$ cat src/rtl/lighthouse_sensor_array.sv
`default_nettype none
// ============================================================================
// Module   : lighthouse_sensor_array
// Purpose  : N-channel collector for lighthouse sensor words. Each sensor's
//            word is captured on its strobe into a holding register, pending
//            words are granted round-robin into a tagged first-word-fall-
//            through FIFO, and the FIFO drains over a valid/ready stream.
// Options  : define LH_SENSOR_STALE_EN to build the per-sensor staleness
//            monitor (millisecond prescaler plus one counter per sensor).
//            Without it stale_o is tied to zero.
// Revision : 1.0  initial release
// ============================================================================
module lighthouse_sensor_array #(
   parameter int NUMBER_OF_SENSORS = 20,
   parameter int DATA_WIDTH        = 32,
   parameter int FIFO_DEPTH        = 16,
   parameter int CLK_SPEED         = 50_000_000,
   parameter int STALE_MS          = 100
) (
   input  logic                                      clock,
   input  logic                                      reset_n,
   input  logic [NUMBER_OF_SENSORS*DATA_WIDTH-1:0]   sensor_data_i,
   input  logic [NUMBER_OF_SENSORS-1:0]              sensor_strobe_i,
   output logic                                      out_valid_o,
   input  logic                                      out_ready_i,
   output logic [DATA_WIDTH-1:0]                     out_data_o,
   output logic [9:0]                                out_id_o,
   output logic [$clog2(FIFO_DEPTH+1)-1:0]           fifo_level_o,
   output logic [15:0]                               overwrite_count_o,
   output logic [NUMBER_OF_SENSORS-1:0]              pending_o,
   output logic [NUMBER_OF_SENSORS-1:0]              stale_o
);

   localparam int N       = NUMBER_OF_SENSORS;
   localparam int IDX_W   = (N > 1) ? $clog2(N) : 1;
   localparam int PTR_W   = $clog2(FIFO_DEPTH);
   localparam int LVL_W   = $clog2(FIFO_DEPTH + 1);
   localparam int HIT_W   = $clog2(N + 1);
   localparam int ENTRY_W = 10 + DATA_WIDTH;

   // ------------------------------------------------------------------------
   // State
   // ------------------------------------------------------------------------
   logic [DATA_WIDTH-1:0] holding_q [N];
   logic [DATA_WIDTH-1:0] holding_d [N];
   logic [N-1:0]          pending_q, pending_d;
   logic [IDX_W-1:0]      rr_ptr_q, rr_ptr_d;
   logic [15:0]           overwrite_q, overwrite_d;
   logic [PTR_W-1:0]      wr_ptr_q, wr_ptr_d;
   logic [PTR_W-1:0]      rd_ptr_q, rd_ptr_d;
   logic [LVL_W-1:0]      level_q, level_d;
   logic [ENTRY_W-1:0]    fifo_mem_q [FIFO_DEPTH];

   // ------------------------------------------------------------------------
   // Arbiter / handshake wires
   // ------------------------------------------------------------------------
   logic [N-1:0]          upper_mask;
   logic [N-1:0]          pend_upper;
   logic [IDX_W-1:0]      grant_idx;
   logic [N-1:0]          grant_onehot;
   logic                  fifo_full;
   logic                  grant;
   logic                  pop;
   logic [ENTRY_W-1:0]    push_entry;
   logic [ENTRY_W-1:0]    head_entry;
   logic [HIT_W-1:0]      overwrite_hits;
   logic [31:0]           overwrite_sum;

   // Round-robin pick: lowest pending index at/above rr_ptr, else lowest overall
   always_comb begin
      upper_mask = '0;
      for (int i = 0; i < N; i++) begin
         upper_mask[i] = (IDX_W'(i) >= rr_ptr_q);
      end
      pend_upper = pending_q & upper_mask;
      grant_idx  = '0;
      for (int i = N - 1; i >= 0; i--) begin
         if (pending_q[i]) grant_idx = IDX_W'(i);
      end
      for (int i = N - 1; i >= 0; i--) begin
         if (pend_upper[i]) grant_idx = IDX_W'(i);
      end
      fifo_full    = (level_q == LVL_W'(FIFO_DEPTH));
      // A pop in a full cycle does not free a slot for the same cycle's push
      grant        = (|pending_q) && !fifo_full;
      grant_onehot = grant ? (N'(1) << grant_idx) : '0;
      pop          = out_valid_o && out_ready_i;
      push_entry   = {10'(grant_idx), holding_q[grant_idx]};
      rr_ptr_d     = rr_ptr_q;
      if (grant) begin
         rr_ptr_d = (grant_idx == IDX_W'(N - 1)) ? '0 : grant_idx + IDX_W'(1);
      end
   end

   // Capture strobed words; a strobe on the granted sensor keeps it pending
   always_comb begin
      pending_d      = pending_q;
      overwrite_hits = '0;
      for (int i = 0; i < N; i++) begin
         holding_d[i] = holding_q[i];
         if (sensor_strobe_i[i]) begin
            holding_d[i] = sensor_data_i[DATA_WIDTH*i +: DATA_WIDTH];
            pending_d[i] = 1'b1;
            // The old word is lost only if it was not pushed this cycle
            if (pending_q[i] && !grant_onehot[i]) begin
               overwrite_hits = overwrite_hits + HIT_W'(1);
            end
         end else if (grant_onehot[i]) begin
            pending_d[i] = 1'b0;
         end
      end
      overwrite_sum = 32'(overwrite_q) + 32'(overwrite_hits);
      overwrite_d   = (overwrite_sum > 32'h0000_FFFF) ? 16'hFFFF : overwrite_sum[15:0];
   end

   // FIFO pointer and occupancy bookkeeping
   always_comb begin
      wr_ptr_d = grant ? wr_ptr_q + PTR_W'(1) : wr_ptr_q;
      rd_ptr_d = pop   ? rd_ptr_q + PTR_W'(1) : rd_ptr_q;
      case ({grant, pop})
         2'b10:   level_d = level_q + LVL_W'(1);
         2'b01:   level_d = level_q - LVL_W'(1);
         default: level_d = level_q;
      endcase
   end

   // Control and holding registers, cleared immediately on reset
   always_ff @(posedge clock or negedge reset_n) begin
      if (!reset_n) begin
         pending_q   <= '0;
         rr_ptr_q    <= '0;
         overwrite_q <= '0;
         wr_ptr_q    <= '0;
         rd_ptr_q    <= '0;
         level_q     <= '0;
         for (int i = 0; i < N; i++) begin
            holding_q[i] <= '0;
         end
      end else begin
         pending_q   <= pending_d;
         rr_ptr_q    <= rr_ptr_d;
         overwrite_q <= overwrite_d;
         wr_ptr_q    <= wr_ptr_d;
         rd_ptr_q    <= rd_ptr_d;
         level_q     <= level_d;
         for (int i = 0; i < N; i++) begin
            holding_q[i] <= holding_d[i];
         end
      end
   end

   // FIFO storage; contents are invalidated by the level reset, not cleared
   always_ff @(posedge clock) begin
      if (grant) begin
         fifo_mem_q[wr_ptr_q] <= push_entry;
      end
   end

   // Head outputs are forced to zero whenever the FIFO is empty
   always_comb begin
      head_entry        = fifo_mem_q[rd_ptr_q];
      out_valid_o       = (level_q != '0);
      out_data_o        = out_valid_o ? head_entry[DATA_WIDTH-1:0] : '0;
      out_id_o          = out_valid_o ? head_entry[ENTRY_W-1:DATA_WIDTH] : '0;
      fifo_level_o      = level_q;
      overwrite_count_o = overwrite_q;
      pending_o         = pending_q;
   end

`ifdef LH_SENSOR_STALE_EN
   localparam int TICK_CYCLES = (CLK_SPEED / 1000 > 0) ? CLK_SPEED / 1000 : 1;
   localparam int PRE_W       = (TICK_CYCLES > 1) ? $clog2(TICK_CYCLES) : 1;
   localparam int MS_W        = (STALE_MS > 0) ? $clog2(STALE_MS + 1) : 1;

   logic [PRE_W-1:0] presc_q, presc_d;
   logic             ms_tick;
   logic [MS_W-1:0]  ms_cnt_q [N];
   logic [MS_W-1:0]  ms_cnt_d [N];
   logic [N-1:0]     seen_q, seen_d;

   // Shared millisecond prescaler and per-sensor saturating age counters
   always_comb begin
      ms_tick = (presc_q == PRE_W'(TICK_CYCLES - 1));
      presc_d = ms_tick ? '0 : presc_q + PRE_W'(1);
      seen_d  = seen_q | sensor_strobe_i;
      for (int i = 0; i < N; i++) begin
         ms_cnt_d[i] = ms_cnt_q[i];
         if (sensor_strobe_i[i]) begin
            ms_cnt_d[i] = '0;
         end else if (ms_tick && (ms_cnt_q[i] != MS_W'(STALE_MS))) begin
            ms_cnt_d[i] = ms_cnt_q[i] + MS_W'(1);
         end
      end
   end

   // Age registers; a sensor is stale until its first strobe after reset
   always_ff @(posedge clock or negedge reset_n) begin
      if (!reset_n) begin
         presc_q <= '0;
         seen_q  <= '0;
         for (int i = 0; i < N; i++) begin
            ms_cnt_q[i] <= '0;
         end
      end else begin
         presc_q <= presc_d;
         seen_q  <= seen_d;
         for (int i = 0; i < N; i++) begin
            ms_cnt_q[i] <= ms_cnt_d[i];
         end
      end
   end

   // Stale when never strobed or the age counter has saturated
   always_comb begin
      for (int i = 0; i < N; i++) begin
         stale_o[i] = !seen_q[i] || (ms_cnt_q[i] == MS_W'(STALE_MS));
      end
   end
`else
   // Timing parameters only matter to the staleness monitor
   logic unused_stale_cfg;
   assign unused_stale_cfg = ^{32'(CLK_SPEED), 32'(STALE_MS)};
   assign stale_o          = '0;
`endif

endmodule
`default_nettype wire

$ cat config.mk
export PLATFORM = sky130hd
export DESIGN_NAME = lighthouse_sensor_array
export DESIGN_NICKNAME = d
export VERILOG_FILES = /design/src/rtl/lighthouse_sensor_array.sv
export SDC_FILE = /design/constraint.sdc
export NUM_CORES = 2
export LEC_CHECK = 0
export ABC_AREA = 1
export CORE_MARGIN = 2
export CORE_UTILIZATION = 55
export CTS_BUF_LIST = sky130_fd_sc_hd__clkbuf_16
export DETAILED_ROUTE_END_ITERATION = 8
export PLACE_DENSITY_LB_ADDON = 0.05
export SLEW_MARGIN = 20
export SYNTH_ARGS = -nofsm -noshare
export SYNTH_HDL_FRONTEND = slang
export SYNTH_SLANG_ARGS = --single-unit
$ cat constraint.sdc
create_clock -name clock -period 44.6 [get_ports clock]
set_input_delay 11.15 -clock clock [delete_from_list [all_inputs] [get_ports clock]]
set_output_delay 11.15 -clock clock [all_outputs]
set_load 0.1 [all_outputs]
==> results.cfg <==
[status]
status = finished, violations left
failed_checks = design-rule violations

[detailed_routing]
drt_first_pass_iters = 8
routedWlPerCell_um = 24.5
vias_per_cell = 5.86
drt-met1-wl_um = 79400
drt_iter0_markers = 5595
top_layer_used = met5
vias = 50130
antenna_left = 0
route.met3.wl_um = 18700
drt-total-wl_um = 210000
drc = 24
wl_met2_um = 97500

[global_routing]
grt_pass1_vias = 47246
grt_first_pass_wirelength_um = 302000
antenna_found_initial = 23
grt_max_degree = 200
grt_use_total_pct = 38.1
grt_overflow = 0

[timing]
fin_crit_ns = 24.20
rsz0062_at_grt = false
fin_skew_ns = 0.0183
hold_ws_ns = 0.464
hold_viol = 0
worst_slew_pin_slew_ns = 1.19
fmax_ghz = 0.0413
setup-tns-final_ns = 0
setup_viol = 0
maxSlewViolCount = 0
slew_headroom_pct = 20.7
fin_ws_ns = 20.40
fin_crit_sh_pct = 54.3

[synth]
yosysWarnings = 0
yosysMostFrequentCell = nand2_1
synth-main-ff-cell = dfrtp_1
synth-edff-count = 592
yosys.area.top_type = edfxtp_1
synth_top_area_share_pct = 30.4
ys_seq_area_share_pct = 60.1
synth_area_leaders = edfxtp_1 (30%), dfrtp_1 (30%), nand2_1 (12%), o21ai_0 (8.4%), nor2_1 (3.4%)
synth_cells = 6467
yosysUniqueCellTypes = 46
syn_area_per_cell_um2 = 9.04
ys_seq_elements = 1286
synthArstFlopShare_pct = 54.0
synth_commonest_cells = nand2_1 (1853), o21ai_0 (986), dfrtp_1 (694)
syn_area_mm2 = 0.0585

[cts]
worstSkewPairLatency_ns = 0.76
ctsHoldBuffers = 0
cts_setup_buffers = 0
cts_tree = built
post_cts_resized = 0
cts-buffers-inserted = 137
clk_pin_slew_ns = 0.06
cts_sinks = 1286
root_buffer = clkbuf_16
cts_buffer_depth = 3
htreeDepth = 4

[setup_path]
crit_top_cell = nand2_1
crit_path_top_delay_cell = clkinv_1
cp.arrival_ns = 24.88
crit_start = sensor_strobe_i[1]
crit_fanout = 36
rr_startpoint = pending_o[18]
critPathBufInv = 13
cp-end-kind = flip-flop
slowest_delay_ns = 0.93
worst-setup-path-type = in -> reg
crit_family = simple AND/OR/NAND/NOR gates
critPathLaunchType = input port
worst_ep_required_time_ns = 45.28

[placement]
port_buffers = 741
dp_slack_ns = 19.73
post-dp-hpwl_um = 144000
place_congestion = 0.934

[cells_and_area]
nets = 7736
synthToLayoutAreaGrowth_pct = 21.8
fillers = 8441
drive_above_1_share_pct = 5.54

[floorplan]
core_area_mm2 = 0.105
die_area_mm2 = 0.109
ios = 767
start_util_pct = 55.5
die_x_um = 330
fp.dieH_um = 330
num_rows = 119

[power]
vdd_drop_max_uv = 76.0
p_per_area_mw_per_mm2 = 91.8
leakage_nw = 30.9

[job]
drv_cap = 0

[worst_hold_path]
min-delay-start = holding_q[597]
hp-class = reg -> reg
==> sequential cells by signal (all words and copies together), names as in the netlist <==
name,cells
wr_ptr_q,4
rr_ptr_q,5
overwrite_count_o,16
holding_q,640
fifo_level_o,5
pending_o,20
fifo_mem_q,592
rd_ptr_q,4
==> cells by family after synthesis <==
group                    Yosys count  synth area share, %
AND/OR/NAND/NOR                 2771                 19.1
XOR/XNOR                          27                0.404
flip-flops                      1286                 60.1
buffers and inverters            835                 5.53
adder cells (fa/ha/maj)           41                0.903
AO/OA/AOI/OAI                   1506                 14.0
other                              1              0.00641
==> worst reg2reg max path: cells and delay by family (launching register included) <==
kind / cells / cell delay, ns
AO/OA/AOI/OAI: 21 / 3.17
AND/OR/NAND/NOR: 59 / 7.54
flip-flops: 1 / 0.47
buffers and inverters: 11 / 0.72
adder cells (fa/ha/maj): 14 / 4.21
==> routing by layer <==
metal | GRT usage (%) | vias to the layer above
li1 | - | 22804
met1 | 49.5 | 24177
met2 | 59.6 | 2627
met3 | 7.18 | 514
met4 | 23.2 | 8
met5 | 0 | -
==> layout make-up <==
class / count / area (um2) / share of cell area [%]
Clock inverter: 110 / 883 / 1.24
Clock buffer: 141 / 3530 / 4.95
Tap cell: 1391 / 1740 / 2.44
Antenna cell: 16 / 40.0 / 0.0562
Timing Repair Buffer: 824 / 8010 / 11.2
Inverter: 413 / 1570 / 2.20
Multi-Input combinational cell: 4370 / 20300 / 28.5
Sequential cell: 1286 / 35200 / 49.3
==> report_power, final <==
group	total, mW	switching, mW	internal (mW)
sequential	1.94	0.101	1.84
clock	1.12	0.484	0.641
combinational	3.48	2.65	0.825
==> metrics by stage <==
step                instance area (um2)  utilization (%)  cells  power (mW)
finish                            71300             67.6   8551        6.54
global route                      71200             67.6   8545        6.87
CTS                               71200             67.6   8535        6.48
detailed placement                66800             63.4   8284        5.36
global placement                  66800             63.4   8284        5.32
floorplan                         58600                -   6491        4.11
==> layout by cell type, fill, tap and decap left out, drive strengths merged, types with 25 or more instances in the layout <==
cell type         n
nand3           316
conb             25
nor2            536
buf             105
o22ai            34
inv             442
edfxtp          592
nand2          1880
a21oi           278
ha               39
clkinv           70
a21o             33
a31oi            37
o21ai           991
dfrtp           694
clkbuf          141
clkdlybuf4s50   719
o221ai          118
==> worst paths after layout <==
path                                         end  slack, ns  cells past startpoint
setup / recovery           overwrite_count_o[10]      20.40                     76
hold / removal                    holding_q[597]       0.46                      2
setup reg to reg           overwrite_count_o[10]      28.41                    105
hold reg to reg                   holding_q[597]       0.46                      2
max in group asynchronous          holding_q[78]      30.58                      5
min in group asynchronous         holding_q[231]      10.38                      1
Power figures use the tool's default switching activity.
